===== src/rtl/msx_slot_mapper.sv =====
// MSX slot mapper: primary/secondary slot registers, page decode and a memory-access handshake.
// Optional WAIT-state abort counter is enabled by defining MSX_SLOT_MAPPER_TIMEOUT_EN.
module msx_slot_mapper #(
    parameter logic [3:0]  EXP_MASK = 4'b1000,
    parameter int unsigned TIMEOUT  = 255
) (
    input  logic        clk,
    input  logic        reset,
    input  logic [15:0] cpu_addr,
    input  logic [7:0]  cpu_dout,
    output logic [7:0]  cpu_din,
    input  logic        cpu_rd,
    input  logic        cpu_wr,
    input  logic        cpu_mreq,
    input  logic        cpu_iorq,
    output logic        cpu_wait,
    output logic [1:0]  sel_slot,
    output logic [1:0]  sel_subslot,
    output logic [1:0]  sel_page,
    output logic        mem_req,
    output logic        mem_we,
    input  logic        mem_ready,
    input  logic [7:0]  mem_dout
);

    if (TIMEOUT < 1 || TIMEOUT > 255) begin : g_timeout_range
        $error("TIMEOUT must be in 1..255");
    end

    typedef enum logic [1:0] {StIdle, StReq, StWait, StDone} state_t;

    state_t     state_q, state_d;
    logic [7:0] psl_q;
    logic [7:0] ssl_q [4];
    logic [7:0] data_q, data_d;
    logic       we_q;
    logic [1:0] slot_q, sub_q, page_q;

    logic       psl_hit, ssl_hit, start;
    logic [1:0] dec_page, dec_slot, dec_sub;

`ifdef MSX_SLOT_MAPPER_TIMEOUT_EN
    localparam logic [7:0] TimeoutLast = 8'(TIMEOUT - 1);
    logic [7:0] cnt_q, cnt_d;
`endif

    // The SSL register is addressed through whichever slot is mapped into page 3.
    always_comb begin
        psl_hit  = cpu_iorq && (cpu_addr[7:0] == 8'hA8);
        ssl_hit  = cpu_mreq && (cpu_addr == 16'hFFFF) && EXP_MASK[psl_q[7:6]];
        start    = cpu_mreq && (cpu_rd || cpu_wr) && !ssl_hit;
        dec_page = cpu_addr[15:14];
        dec_slot = psl_q[{dec_page, 1'b0} +: 2];
        dec_sub  = EXP_MASK[dec_slot] ? ssl_q[dec_slot][{dec_page, 1'b0} +: 2] : 2'b00;
    end

    always_ff @(posedge clk) begin
        if (reset) begin
            state_q <= StIdle;
            psl_q   <= 8'h00;
            for (int i = 0; i < 4; i++) begin
                ssl_q[i] <= 8'h00;
            end
            data_q  <= 8'hFF;
            we_q    <= 1'b0;
            slot_q  <= 2'b00;
            sub_q   <= 2'b00;
            page_q  <= 2'b00;
        end else begin
            state_q <= state_d;
            data_q  <= data_d;
            if (psl_hit && cpu_wr) begin
                psl_q <= cpu_dout;
            end
            if (ssl_hit && cpu_wr) begin
                ssl_q[psl_q[7:6]] <= cpu_dout;
            end
            if (state_q == StIdle && start) begin
                we_q   <= cpu_wr;
                slot_q <= dec_slot;
                sub_q  <= dec_sub;
                page_q <= dec_page;
            end
        end
    end

`ifdef MSX_SLOT_MAPPER_TIMEOUT_EN
    always_ff @(posedge clk) begin
        if (reset) begin
            cnt_q <= 8'd0;
        end else begin
            cnt_q <= cnt_d;
        end
    end
`endif

    always_comb begin
        state_d  = state_q;
        data_d   = data_q;
        cpu_wait = 1'b0;
        mem_req  = 1'b0;
        mem_we   = 1'b0;
`ifdef MSX_SLOT_MAPPER_TIMEOUT_EN
        cnt_d    = cnt_q;
`endif
        case (state_q)
            StIdle: begin
                if (start) begin
                    cpu_wait = 1'b1;
                    data_d   = 8'hFF;
                    state_d  = StReq;
                end
            end
            StReq: begin
                cpu_wait = 1'b1;
                mem_req  = 1'b1;
                mem_we   = we_q;
                state_d  = StWait;
`ifdef MSX_SLOT_MAPPER_TIMEOUT_EN
                cnt_d    = 8'd0;
`endif
            end
            StWait: begin
                cpu_wait = 1'b1;
                if (mem_ready) begin
                    if (!we_q) begin
                        data_d = mem_dout;
                    end
                    state_d = StDone;
                end
`ifdef MSX_SLOT_MAPPER_TIMEOUT_EN
                else if (cnt_q == TimeoutLast) begin
                    data_d  = 8'hFF;
                    state_d = StDone;
                end else begin
                    cnt_d = cnt_q + 8'd1;
                end
`endif
            end
            StDone: begin
                if (!cpu_mreq) begin
                    state_d = StIdle;
                end
            end
            default: state_d = StIdle;
        endcase
    end

    // Decode is live in IDLE and frozen for the whole in-flight access.
    always_comb begin
        if (state_q == StIdle) begin
            sel_slot    = dec_slot;
            sel_subslot = dec_sub;
            sel_page    = dec_page;
        end else begin
            sel_slot    = slot_q;
            sel_subslot = sub_q;
            sel_page    = page_q;
        end
    end

    always_comb begin
        cpu_din = 8'hFF;
        if (cpu_rd) begin
            if (psl_hit) begin
                cpu_din = psl_q;
            end else if (ssl_hit) begin
                cpu_din = ~ssl_q[psl_q[7:6]];
            end else if (state_q == StDone) begin
                cpu_din = data_q;
            end
        end
    end

endmodule

===== config.mk =====
export PLATFORM = sky130hd
export DESIGN_NAME = msx_slot_mapper
export DESIGN_NICKNAME = d
export VERILOG_FILES = /design/src/rtl/msx_slot_mapper.sv
export SDC_FILE = /design/constraint.sdc
export NUM_CORES = 1
export LEC_CHECK = 0
export ABC_AREA = 1
export CAP_MARGIN = 20
export CORE_UTILIZATION = 52
export CTS_CLUSTER_DIAMETER = 80
export DETAILED_ROUTE_END_ITERATION = 7
export GPL_ROUTABILITY_DRIVEN = 1
export PLACE_DENSITY = 0.9
export SKIP_LAST_GASP = 1
export SLEW_MARGIN = 20
export SYNTH_ARGS = -nofsm -noshare
export SYNTH_HDL_FRONTEND = slang
export SYNTH_SLANG_ARGS = --single-unit

===== constraint.sdc =====
create_clock -name clk -period 2.52 [get_ports clk]
set_input_delay 0.504 -clock clk [delete_from_list [all_inputs] [get_ports clk]]
set_output_delay 0.504 -clock clk [all_outputs]
set_load 0.02 [all_outputs]

==> reports/summary.json, run 1 <==
{
  "cell_pwr_density": {"value": 776, "unit": "mW/mm²"},
  "syn_avg_cell_area": {"value": 8.05, "unit": "µm²"},
  "setup.worst_path.start": {"value": "cpu_mreq"},
  "post-route-util": {"value": 0.730},
  "hold_path_startpoint": {"value": "slot_q[1]"},
  "final_critical_path_setup_slack": {"value": 0.0176, "unit": "ns"},
  "drive_above_1_share": {"value": 0.180},
  "wl_per_cell": {"value": 15.0, "unit": "µm"},
  "synth.cell_area": {"value": 0.00307, "unit": "mm²"},
  "core-area": {"value": 0.00561, "unit": "mm²"},
  "crit_path_frequent_cell": {"value": "nand2_1"},
  "via_count": {"value": 3041},
  "min_period_over_period": {"value": 0.993},
  "placement.setup.worst_slack": {"value": -0.528, "unit": "ns"},
  "synth-warning-count": {"value": 0},
  "vias_per_cell": {"value": 5.41},
  "grt_first_pass_wirelength": {"value": 13.1, "unit": "mm"},
  "antennaDiodeCount": {"value": 0},
  "start_kind": {"value": "input port"},
  "gp_routability_congestion": {"value": 0.985},
  "post_detail_place_hpwl": {"value": 5.77, "unit": "mm"},
  "timing.clock.skew": {"value": 0.00920, "unit": "ns"},
  "num-fill-cells": {"value": 397},
  "yosys.cell_count.top_type": {"value": "nand2_1"},
  "critical-path-top-delay-family": {"value": "simple AND/OR/NAND/NOR gates"},
  "critical_path.max_stage_delay": {"value": 0.22, "unit": "ns"},
  "via_count_of_the_first_global_routing_pass": {"value": 2844},
  "yosys-top-cells-area": {"value": "edfxtp_1 (31%), dfxtp_1 (18%), nand2_1 (10%)"},
  "cts_max_level": {"value": 3},
  "report.final.slew_viol_count": {"value": 0},
  "power.ir.vdd_worst": {"value": 0.000604, "unit": "V"},
  "core.rowCount": {"value": 27},
  "count_of_flip_flops_with_a_built_in_enable_after_synthesis": {"value": 32},
  "post_cts_hold_buffer_count": {"value": 0},
  "synth_cell_types": {"value": 30},
  "area_of_combinational_cells_with_multiple_inputs": {"value": 0.00141, "unit": "mm²"},
  "timing.hold.worst.class": {"value": "reg -> reg"},
  "routed_wirelength": {"value": 8.43, "unit": "mm"},
  "critical_path.n_buffers_inverters": {"value": 3},
  "clock_tree.root_cell": {"value": "clkbuf_8"},
  "worst_skew_pair.late_latency": {"value": 0.34, "unit": "ns"},
  "clock-sinks": {"value": 59},
  "critical_path.slowest_cell": {"value": "dlygate4sd2_1"},
  "share_of_synthesized_area_spent_on_multiplexers": {"value": 0},
  "clock_path_buffers": {"value": 2},
  "first_iter_violations": {"value": 347},
  "combinational_family_with_the_most_area_after_synthesis": {"value": "simple AND/OR/NAND/NOR gates"},
  "cts.clk_slew.worst_paths": {"value": 0.07, "unit": "ns"},
  "period_needed": {"value": 2.50, "unit": "ns"},
  "globalRouteTotalUtil": {"value": 0.284},
  "run_status": {"value": "finished clean"},
  "synth-compound-area-share": {"value": 0.158},
  "design.die.area": {"value": 0.00621, "unit": "mm²"},
  "synthesis.instances": {"value": 381},
  "synth_fa_ha_area_frac": {"value": 0.0204},
  "critPathArrivalTime": {"value": 2.00, "unit": "ns"},
  "final_hold_viol_count": {"value": 0},
  "critical_path_sink_type": {"value": "output port"},
  "cell_by_cell_listing_of_the_critical_path": {"value": "dlygate4sd2_1, nand2_1, nor2_2, nand3_2, nor2_4, clkinvlp_4, o21ai_0, o21ai_1, nand2_1, nand3_1, buf_2"},
  "initial_standard_cell_utilization_of_the_core": {"value": 0.547},
  "grt_antenna_before_repair": {"value": 0},
  "die-width": {"value": 78.8, "unit": "µm"},
  "synth_xor_xnor_area_share": {"value": 0},
  "ios": {"value": 56},
  "timing.setup.critical_path_class": {"value": "in -> out"},
  "fin_nets": {"value": 529},
  "synth_top_cells_by_count": {"value": "nand2_1 (82), inv_1 (43), o21ai_0 (38)"},
  "drcViolationCount": {"value": 0},
  "setup.reg_to_reg.worst_slack": {"value": 0.45, "unit": "ns"},
  "cts_made_buffers": {"value": 9},
  "p_leak": {"value": 1.87, "unit": "nW"},
  "finalInstanceArea": {"value": 0.00409, "unit": "mm²"},
  "finalNonFillerCells": {"value": 562},
  "die_y": {"value": 78.8, "unit": "µm"},
  "area_delta_synth_final": {"value": 33.6, "unit": "%"},
  "crit_fanout": {"value": 8},
  "pin_count_of_the_biggest_net_entering_global_routing": {"value": 25},
  "post-synth-top-area-fraction": {"value": 0.313},
  "final_antenna_net_count": {"value": 0},
  "maxCapViolCount": {"value": 0},
  "finalSetupViolCount": {"value": 0},
  "ys_async_sr_fraction": {"value": 0},
  "grt_overflow_total": {"value": 0},
  "required": {"value": 2.02, "unit": "ns"},
  "numPortBuffers": {"value": 55},
  "setup_repair_after_global_routing_missed_its_margin": {"value": "true"},
  "cts_tree": {"value": "done"},
  "layout.area.seq": {"value": 0.00150, "unit": "mm²"},
  "drt-pass1-iter-count": {"value": 5},
  "post-synth-top-area-cell": {"value": "edfxtp_1"},
  "clock.fmax": {"value": 0.400, "unit": "GHz"},
  "place_area": {"value": 0.00391, "unit": "mm²"},
  "post_synth_top_flop": {"value": "edfxtp_1"},
  "yosys_register_bits": {"value": 59},
  "synth.yosys.seq_area_share": {"value": 0.490},
  "worst_r2r_startpoint": {"value": "psl_q[6]"},
  "placed_cells": {"value": 542},
  "synth-simple-area-share": {"value": 0.240}
}
-- cells by family after synthesis --
kind of cell | count (synthesis)
DFF | 59
and+or+nand+nor | 161
other | 1
adders and majority gates | 5
AOI/OAI and AO/OA | 91
buffers and inverters | 64
-- path summary, 6_finish.rpt --
check | endpoint | cells after the start
hold / removal | slot_q[1] | 2
setup reg to reg | ssl_q[3][3] | 10
setup / recovery | cpu_din[5] | 11
hold reg to reg | slot_q[1] | 2
-- sequential cells by signal (all words and copies together), names as in the netlist, named ones only --
name,cells
page_q,2
slot_q,2
ssl_q,32
state_q,2
data_q,8
psl_q,8
we_q,1
sub_q,2
-- cell usage in the layout (no fill, tap or decap), types with 4 or more instances in the layout --
cell / netlist / layout
nand2_1: 82 / 82
inv_1: 43 / 43
o21ai_0: 38 / 38
buf_4: 2 / 33
edfxtp_1: 32 / 32
a21oi_1: 29 / 29
nor2_1: 28 / 26
dfxtp_1: 27 / 26
nand3_1: 27 / 25
clkdlybuf4s50_1: 0 / 24
conb_1: 1 / 24
dlygate4sd2_1: 0 / 17
o21ai_1: 16 / 15
nand4_1: 10 / 10
clkbuf_8: 0 / 9
clkbuf_2: 0 / 5
nor2_2: 2 / 4
nand2_2: 4 / 4
o22ai_1: 4 / 4
ha_1: 5 / 4
clkinv_2: 0 / 4
buf_2: 5 / 4
-- metrics by stage --
step / setup TNS, ns / total power [mW] / hold slack (ns)
6_report: 0 / 3.18 / 0.447
3_3_place_gp: -5.40 / 2.26 / 0.435
3_5_place_dp: -6.31 / 2.31 / 0.440
2_1_floorplan: 0 / 1.95 / 0.424
5_1_grt: -0.0744 / 3.35 / 0.482
4_1_cts: -0.0146 / 3.13 / 0.451
-- worst min-delay path: stages (launching register included) --
cell	delay, ns
dfxtp_1	0.30
inv_1	0.05
a21oi_1	0.05
-- per-layer routing --
layer,GRT usage,vias up,wire (µm)
met5,0,-,0
met4,0.170,0,438
met2,0.479,181,4050
met3,0.0805,52,732
met1,0.318,1354,3210
li1,-,1454,-
-- report_power, final --
part / leakage (nW) / total (mW) / internal, mW / switching [mW]
clock: 0.0958 / 0.830 / 0.449 / 0.381
sequential: 0.539 / 1.25 / 1.16 / 0.0852
combinational: 1.24 / 1.10 / 0.406 / 0.694
total: 1.87 / 3.18 / 2.02 / 1.16
-- area by class of cell --
| class | instances | area share |
|---|---|---|
| Clock inverter | 6 | 0.0141 |
| Inverter | 46 | 0.0428 |
| Sequential cell | 59 | 0.367 |
| Multi-Input combinational cell | 281 | 0.343 |
| Tap cell | 72 | 0.0220 |
| Timing Repair inverter | 1 | 0.00183 |
| Clock buffer | 10 | 0.0312 |
| Timing Repair Buffer | 87 | 0.178 |
-- timing repair --
item | in CTS | in global routing
setup buffers | 2 | 1
gates cloned | 1 | 0
resized for setup | 59 | 16
pin swaps | 2 | 2
setup endpoints to repair | 15 | 13
Note: power is estimated with default switching activity, not from simulation.
==> inputs of run 2 (changes only) <==
--- a/config.mk
+++ b/config.mk
@@ -7,13 +7,14 @@
 export LEC_CHECK = 0
 export ABC_AREA = 1
 export CAP_MARGIN = 20
+export CORE_ASPECT_RATIO = 1.2
 export CORE_UTILIZATION = 52
 export CTS_CLUSTER_DIAMETER = 80
 export DETAILED_ROUTE_END_ITERATION = 7
 export GPL_ROUTABILITY_DRIVEN = 1
 export PLACE_DENSITY = 0.9
 export SKIP_LAST_GASP = 1
-export SLEW_MARGIN = 20
+export SLEW_MARGIN = 10
 export SYNTH_ARGS = -nofsm -noshare
 export SYNTH_HDL_FRONTEND = slang
 export SYNTH_SLANG_ARGS = --single-unit
==> run 2 against run 1 <==
  * Clock power rose by 7.3%
  * Core utilization down 0.86 points
  * Combinational power is 6% lower
  * First-iteration DRC count decreased by 45%
  * Count of clock-buffer cells in the layout rose by 4
  * Worst hold slack gained 0.014 ns
  * Worst setup slack gained 0.062 ns
  * Die area hardly changed
  * Maximum frequency increased by 2.5%
  * Critical path depth unchanged
==> reports/summary.json, run 2 (synthesized netlist as in run 1, its figures left out) <==
{
  "cts_tree": {"value": "done"},
  "first_iter_violations": {"value": 191, "change": "-45%"},
  "maxCapViolCount": {"value": 0, "change": "unchanged"},
  "required": {"value": 2.02, "unit": "ns", "change": "about the same"},
  "wl_per_cell": {"value": 14.3, "unit": "µm", "change": "-4.7%"},
  "place_area": {"value": 0.00387, "unit": "mm²", "change": "-0.90%"},
  "worst_skew_pair.late_latency": {"value": 0.34, "unit": "ns", "change": "about the same"},
  "cts.clk_slew.worst_paths": {"value": 0.05, "unit": "ns", "change": "-0.02 ns"},
  "hold_path_startpoint": {"value": "slot_q[0]"},
  "min_period_over_period": {"value": 0.969, "change": "-0.0245"},
  "cts_max_level": {"value": 3, "change": "unchanged"},
  "via_count": {"value": 2927, "change": "-3.7%"},
  "clock.fmax": {"value": 0.410, "unit": "GHz", "change": "+2.5%"},
  "grt_first_pass_wirelength": {"value": 12.6, "unit": "mm", "change": "-4.0%"},
  "core-area": {"value": 0.00567, "unit": "mm²", "change": "+1.1%"},
  "via_count_of_the_first_global_routing_pass": {"value": 2850, "change": "+0.21%"},
  "drcViolationCount": {"value": 0, "change": "unchanged"},
  "cell_by_cell_listing_of_the_critical_path": {"value": "dlygate4sd2_1, nand2_1, nor2_2, nand3_2, nor2_4, clkinvlp_4, o21ai_2, o21ai_1, nand2_1, nand3_2, buf_6"},
  "post_detail_place_hpwl": {"value": 5.77, "unit": "mm", "change": "about the same"},
  "rr_endpoint": {"value": "ssl_q[3][3]"},
  "grt_antenna_before_repair": {"value": 0, "change": "unchanged"},
  "fin_nets": {"value": 522, "change": "-1.3%"},
  "drive_above_1_share": {"value": 0.176, "change": "-0.00361"},
  "critical_path_sink_type": {"value": "output port"},
  "grt_overflow_total": {"value": 0, "change": "unchanged"},
  "finalSetupViolCount": {"value": 0, "change": "unchanged"},
  "worst_r2r_startpoint": {"value": "psl_q[7]"},
  "globalRouteTotalUtil": {"value": 0.271, "change": "-0.0133"},
  "critical_path.slowest_cell": {"value": "dlygate4sd2_1"},
  "report.final.slew_viol_count": {"value": 0, "change": "unchanged"},
  "placed_cells": {"value": 544, "change": "+0.37%"},
  "power.ir.vdd_worst": {"value": 0.000489, "unit": "V", "change": "-19%"},
  "tns": {"value": 0, "unit": "ns", "change": "unchanged"},
  "finalNonFillerCells": {"value": 563, "change": "+0.18%"},
  "cell_internal_pwr": {"value": 2.08, "unit": "mW", "change": "+3.4%"},
  "post-route-util": {"value": 0.721, "change": "-0.00862"},
  "clock_path_buffers": {"value": 2, "change": "unchanged"},
  "total_switching_power": {"value": 1.09, "unit": "mW", "change": "-6.2%"},
  "timing.setup.critical_path_class": {"value": "in -> out"},
  "finalHoldWorstSlack": {"value": 0.461, "unit": "ns", "change": "+0.0136 ns"},
  "gp_routability_congestion": {"value": 1.01, "change": "+2.9%"},
  "critical_path.n_buffers_inverters": {"value": 3, "change": "unchanged"},
  "run_status": {"value": "finished clean"},
  "start_kind": {"value": "input port"},
  "largest_registers": {"value": "ssl_q: 32 flops, data_q: 8 flops, psl_q: 8 flops"},
  "period_needed": {"value": 2.44, "unit": "ns", "change": "-0.0616 ns"},
  "critical_path.max_stage_delay": {"value": 0.22, "unit": "ns", "change": "about the same"},
  "core.rowCount": {"value": 30, "change": "+11%"},
  "finalInstanceArea": {"value": 0.00409, "unit": "mm²", "change": "-0.12%"},
  "clock_tree.root_cell": {"value": "clkbuf_8"},
  "area_delta_synth_final": {"value": 33.4, "unit": "%"},
  "cts_made_buffers": {"value": 9, "change": "unchanged"},
  "die-width": {"value": 72.1, "unit": "µm", "change": "-8.5%"},
  "antennaDiodeCount": {"value": 0, "change": "unchanged"},
  "timing.clock.skew": {"value": 0.0131, "unit": "ns", "change": "+0.00395 ns"},
  "critical-path-top-delay-family": {"value": "simple AND/OR/NAND/NOR gates"},
  "die_y": {"value": 86.1, "unit": "µm", "change": "+9.3%"},
  "numPortBuffers": {"value": 55, "change": "unchanged"},
  "drt-pass1-iter-count": {"value": 5, "change": "unchanged"},
  "pin_count_of_the_biggest_net_entering_global_routing": {"value": 25, "change": "unchanged"},
  "power_frac_clock": {"value": 0.281, "change": "+0.020"},
  "holdPathStages": {"value": 2, "change": "unchanged"},
  "initial_standard_cell_utilization_of_the_core": {"value": 0.541, "change": "-0.00579"},
  "critPathArrivalTime": {"value": 1.94, "unit": "ns", "change": "-0.06 ns"},
  "cell_pwr_density": {"value": 776, "unit": "mW/mm²", "change": "about the same"},
  "layout_commonest_cell": {"value": "nand2_1"},
  "final_antenna_net_count": {"value": 0, "change": "unchanged"},
  "clock-sinks": {"value": 59, "change": "unchanged"},
  "vias_per_cell": {"value": 5.20, "change": "-3.9%"},
  "final_hold_viol_count": {"value": 0, "change": "unchanged"},
  "comb_pwr_share": {"value": 0.326, "change": "-0.020"},
  "flip_flop_count_of_the_largest_register_after_layout": {"value": 32, "change": "unchanged"},
  "routed_wirelength": {"value": 8.04, "unit": "mm", "change": "-4.6%"},
  "p_leak": {"value": 1.86, "unit": "nW", "change": "-0.75%"},
  "timing.hold.worst.class": {"value": "reg -> reg"},
  "layout_common_cells": {"value": "nand2_1 (80), inv_1 (41), o21ai_0 (36), edfxtp_1 (32), a21oi_1 (29)"},
  "crit_fanout": {"value": 8, "change": "unchanged"},
  "design.die.area": {"value": 0.00621, "unit": "mm²", "change": "about the same"},
  "power.sequential.fraction": {"value": 0.393, "change": "about the same"},
  "post_cts_hold_buffer_count": {"value": 0, "change": "unchanged"},
  "worst_hold_path.endpoint": {"value": "slot_q[0]"},
  "setup.reg_to_reg.worst_slack": {"value": 0.55, "unit": "ns", "change": "+0.10 ns"},
  "ios": {"value": 56, "change": "unchanged"},
  "regMostFlops": {"value": "ssl_q"},
  "reg2reg_depth": {"value": 9, "change": "-1"},
  "power.switching_fraction": {"value": 0.343, "change": "-0.0222"}
}
run 2: changes by cell type in the layout (fill, tap and decap cells not counted), sizes merged, moves of 2 or more:
| cell | before | now |
|---|---|---|
| clkdlybuf4s15 | 2 | 4 |
| clkinv | 4 | 1 |
| clkbuf | 15 | 19 |
| buf | 38 | 30 |
run 2: power by group through the flow:
stage / Combinational [mW] / Clock [mW] / Sequential [mW]
after global placement: 1.01 / 0 / 1.25
after floorplan: 0.722 / 0 / 1.23
final: 1.03 / 0.891 / 1.25
after detailed placement: 1.04 / 0 / 1.26
after CTS: 1.02 / 0.902 / 1.24
after global routing: 1.14 / 0.947 / 1.26
run 2: how the worst max path moves through the flow:
stage                     cells after the start         start             end
after global routing                         11   cpu_addr[8]      cpu_din[5]
after CTS                                    10  cpu_addr[15]  sel_subslot[0]
final                                        11   cpu_addr[7]      cpu_din[5]
after detailed placement                     10  cpu_addr[14]      cpu_din[5]
after floorplan                               9  cpu_addr[14]  sel_subslot[0]
after global placement                       10  cpu_addr[15]  sel_subslot[0]
run 2: final cells by class:
type                            instances  area, µm²
Fill cell                             432       1580
Sequential cell                        59       1500
Multi-Input combinational cell        281       1410
Inverter                               46        175
Tap cell                               80        100
Clock inverter                          2       35.0
Clock buffer                           14        173
Timing Repair Buffer                   80        684
Timing Repair inverter                  1       7.51
run 2: metal layers:
layer / routed length, µm / vias to the layer above / track usage
li1: - / 1441 / -
met1: 3060 / 1324 / 0.294
met2: 4090 / 133 / 0.462
met3: 518 / 29 / 0.0717
met4: 380 / 0 / 0.173
met5: 0 / - / 0
run 2: metrics by stage:
stage	setup WS (ns)	power [mW]
4_1_cts	-0.0306	3.16
6_report	0.0793	3.17
3_5_place_dp	-0.593	2.30
5_1_grt	-0.00475	3.35
2_1_floorplan	0.417	1.95
3_3_place_gp	-0.570	2.26
run 2: repair_timing:
item,4_1_cts,5_1_grt
cloned,1,0
setup endpoints to repair,15,13
gates resized for setup,59,24
setup buffers,2,0
pin swaps,10,5
run 2: tightest hold or removal path: cells and delay by family (launching register included):
family          cells  cell delay, ns
compound gates      1            0.06
buf+inv             1            0.06
flops               1            0.30
==> inputs of run 3 (changes only) <==
--- a/config.mk
+++ b/config.mk
@@ -8,8 +8,10 @@
 export ABC_AREA = 1
 export CAP_MARGIN = 20
 export CORE_ASPECT_RATIO = 1.2
+export CORE_MARGIN = 2
 export CORE_UTILIZATION = 52
 export CTS_CLUSTER_DIAMETER = 80
+export CTS_CLUSTER_SIZE = 12
 export DETAILED_ROUTE_END_ITERATION = 7
 export GPL_ROUTABILITY_DRIVEN = 1
 export PLACE_DENSITY = 0.9
==> run 3 against run 2 <==
  * Sequential cell count is the same
  * Final area is essentially flat
  * Core utilization is essentially flat
  * Count of clock-buffer cells in the layout unchanged
  * Sequential power is essentially flat
  * Critical path depth increased by 1
  * Clock power is 15% lower
  * First-iteration DRC count increased by 35%
  * Largest cell class unchanged
  * Die area rose by 5.2%
  * Register-to-register slack got worse by 0.02 ns
  * Largest power group unchanged
  * Combinational power up 5%
  * Total power decreased by 3.0%
==> reports/summary.json, run 3 (synthesized netlist as in run 1, its figures left out) <==
{
  "run_status": {"value": "finished clean"},
  "core.rowCount": {"value": 30, "change": "unchanged"},
  "p_leak": {"value": 1.85, "unit": "nW", "change": "-0.64%"},
  "total_power_draw": {"value": 3.08, "unit": "mW", "change": "-3.0%"},
  "design.die.area": {"value": 0.00653, "unit": "mm²", "change": "+5.2%"},
  "gp_routability_congestion": {"value": 0.919, "change": "-9.4%"},
  "cell_by_cell_listing_of_the_critical_path": {"value": "dlygate4sd2_1, nand2_1, nor2_2, nand3_2, nor2_4, inv_4, buf_6, buf_6, o21ai_2, nand2_1, nand3_1, buf_6"},
  "cts_tree": {"value": "done"},
  "ios": {"value": 56, "change": "unchanged"},
  "clock_path_buffers": {"value": 2, "change": "unchanged"},
  "layout_common_cells": {"value": "nand2_1 (80), inv_1 (42), o21ai_0 (37), edfxtp_1 (32), a21oi_1 (29)"},
  "largest_registers": {"value": "ssl_q: 32 flops, data_q: 8 flops, psl_q: 8 flops"},
  "report.final.slew_viol_count": {"value": 0, "change": "unchanged"},
  "regMostFlops": {"value": "ssl_q"},
  "via_count_of_the_first_global_routing_pass": {"value": 2957, "change": "+3.8%"},
  "critPathArrivalTime": {"value": 1.93, "unit": "ns", "change": "about the same"},
  "setup.reg_to_reg.worst_slack": {"value": 0.53, "unit": "ns", "change": "-0.02 ns"},
  "maxCapViolCount": {"value": 0, "change": "unchanged"},
  "vias_per_cell": {"value": 5.34, "change": "+2.7%"},
  "pin_count_of_the_biggest_net_entering_global_routing": {"value": 25, "change": "unchanged"},
  "critical_path.n_buffers_inverters": {"value": 5, "change": "+2"},
  "drcViolationCount": {"value": 0, "change": "unchanged"},
  "drive_above_1_share": {"value": 0.175, "change": "-0.00145"},
  "numPortBuffers": {"value": 55, "change": "unchanged"},
  "drt-pass1-iter-count": {"value": 8, "change": "+3"},
  "grt_overflow_total": {"value": 0, "change": "unchanged"},
  "first_iter_violations": {"value": 258, "change": "+35%"},
  "finalNonFillerCells": {"value": 567, "change": "+0.71%"},
  "die_y": {"value": 88.1, "unit": "µm", "change": "+2.3%"},
  "flip_flop_count_of_the_largest_register_after_layout": {"value": 32, "change": "unchanged"},
  "critical-path-top-delay-family": {"value": "buffers and inverters"},
  "required": {"value": 2.02, "unit": "ns", "change": "about the same"},
  "antennaDiodeCount": {"value": 0, "change": "unchanged"},
  "final_antenna_net_count": {"value": 0, "change": "unchanged"},
  "via_count": {"value": 3028, "change": "+3.5%"},
  "setup_repair_after_global_routing_missed_its_margin": {"value": "false"},
  "routed_wirelength": {"value": 8.22, "unit": "mm", "change": "+2.2%"},
  "finalSetupViolCount": {"value": 0, "change": "unchanged"},
  "initial_standard_cell_utilization_of_the_core": {"value": 0.541, "change": "unchanged"},
  "wl_per_cell": {"value": 14.5, "unit": "µm", "change": "+1.4%"},
  "clock-sinks": {"value": 59, "change": "unchanged"},
  "timing.setup.critical_path_class": {"value": "in -> out"},
  "min_period_over_period": {"value": 0.964, "change": "-0.00455"},
  "placed_cells": {"value": 545, "change": "+0.18%"},
  "tns": {"value": 0, "unit": "ns", "change": "unchanged"},
  "core-area": {"value": 0.00567, "unit": "mm²", "change": "unchanged"},
  "cts_max_level": {"value": 3, "change": "unchanged"},
  "period_needed": {"value": 2.43, "unit": "ns", "change": "-0.0115 ns"},
  "timing.clock.skew": {"value": 0.00714, "unit": "ns", "change": "-0.00600 ns"},
  "power.ir.vdd_worst": {"value": 0.000375, "unit": "V", "change": "-23%"},
  "clock.fmax": {"value": 0.412, "unit": "GHz", "change": "+0.47%"},
  "area_delta_synth_final": {"value": 33.3, "unit": "%", "change": "about the same"},
  "worst_skew_pair.late_latency": {"value": 0.34, "unit": "ns", "change": "about the same"},
  "cell_pwr_density": {"value": 752, "unit": "mW/mm²", "change": "-3.0%"},
  "final_hold_viol_count": {"value": 0, "change": "unchanged"},
  "post_cts_hold_buffer_count": {"value": 0, "change": "unchanged"},
  "clock_tree.root_cell": {"value": "clkbuf_8"},
  "globalRouteTotalUtil": {"value": 0.267, "change": "-0.00405"},
  "fin_nets": {"value": 526, "change": "+0.77%"},
  "critical_path_sink_type": {"value": "output port"},
  "grt_antenna_before_repair": {"value": 0, "change": "unchanged"},
  "critical_path.slowest_cell": {"value": "dlygate4sd2_1"},
  "cts_made_buffers": {"value": 9, "change": "unchanged"},
  "layout_commonest_cell": {"value": "nand2_1"},
  "grt_first_pass_wirelength": {"value": 12.9, "unit": "mm", "change": "+2.4%"},
  "crit_fanout": {"value": 8, "change": "unchanged"},
  "timing.hold.worst.class": {"value": "reg -> reg"},
  "die-width": {"value": 74.1, "unit": "µm", "change": "+2.8%"},
  "crit_path_frequent_cell": {"value": "buf_6"},
  "critical_path.max_stage_delay": {"value": 0.23, "unit": "ns", "change": "about the same"},
  "start_kind": {"value": "input port"},
  "cts.clk_slew.worst_paths": {"value": 0.07, "unit": "ns", "change": "+0.02 ns"},
  "post_detail_place_hpwl": {"value": 5.86, "unit": "mm", "change": "+1.5%"}
}
-- run 3: cell types whose count changed in the layout (fill, tap and decap cells not counted), sizes merged --
cell           previous run  this run
bufinv                    1         0
clkbuf                   19        21
clkinv                    1         2
dlygate4sd2              16        18
clkdlybuf4s15             4         1
buf                      30        34
clkinvlp                  1         0
dlymetal6s2s              2         0
clkdlybuf4s50            23        25
-- run 3: final cells by class --
class                           instances  area, µm²
Inverter                               46        175
Clock inverter                          2       10.0
Tap cell                               80        100
Fill cell                             432       1580
Timing Repair Buffer                   85        718
Sequential cell                        59       1500
Clock buffer                           14        163
Multi-Input combinational cell        281       1420
-- run 3: path summary, 6_finish.rpt --
kind / endpoint / from / depth (start not counted)
worst max-delay path: cpu_din[4] / cpu_addr[7] / 12
worst min-delay path: slot_q[1] / slot_q[1] / 2
worst min register to register: slot_q[1] / slot_q[1] / 2
worst max register to register: data_q[4] / state_q[0] / 7
-- run 3: layer usage --
metal	up-vias	wire, µm	GRT usage
met3	37	708	0.0598
met1	1362	3030	0.283
li1	1448	-	-
met4	0	408	0.183
met5	-	0	0
met2	181	4070	0.463
-- run 3: what timing repair did --
item	4_1_cts	5_1_grt
setup endpoints to repair	15	11
gates resized for setup	60	22
pin swaps	11	2
buffers inserted	5	1
-- run 3: power breakdown --
part           leakage [nW]  internal (mW)  switching (mW)
clock                0.0905          0.408           0.345
sequential            0.539           1.16          0.0849
combinational          1.22          0.408           0.668
-- run 3: stage by stage --
step            util  worst slack [ns]  instance area (µm²)  hold WS [ns]
2_1_floorplan      -             0.417                 3150         0.424
3_3_place_gp   0.684            -0.576                 3880         0.435
3_5_place_dp   0.684            -0.642                 3880         0.443
4_1_cts        0.723           0.00361                 4100         0.455
5_1_grt        0.721           0.00542                 4090         0.482
6_report       0.721            0.0907                 4090         0.451
-- run 3: worst min-delay path, cell delays in order (launching register included) --
cell,delay [ns]
dfxtp_1,0.30
inv_1,0.06
a21oi_1,0.05
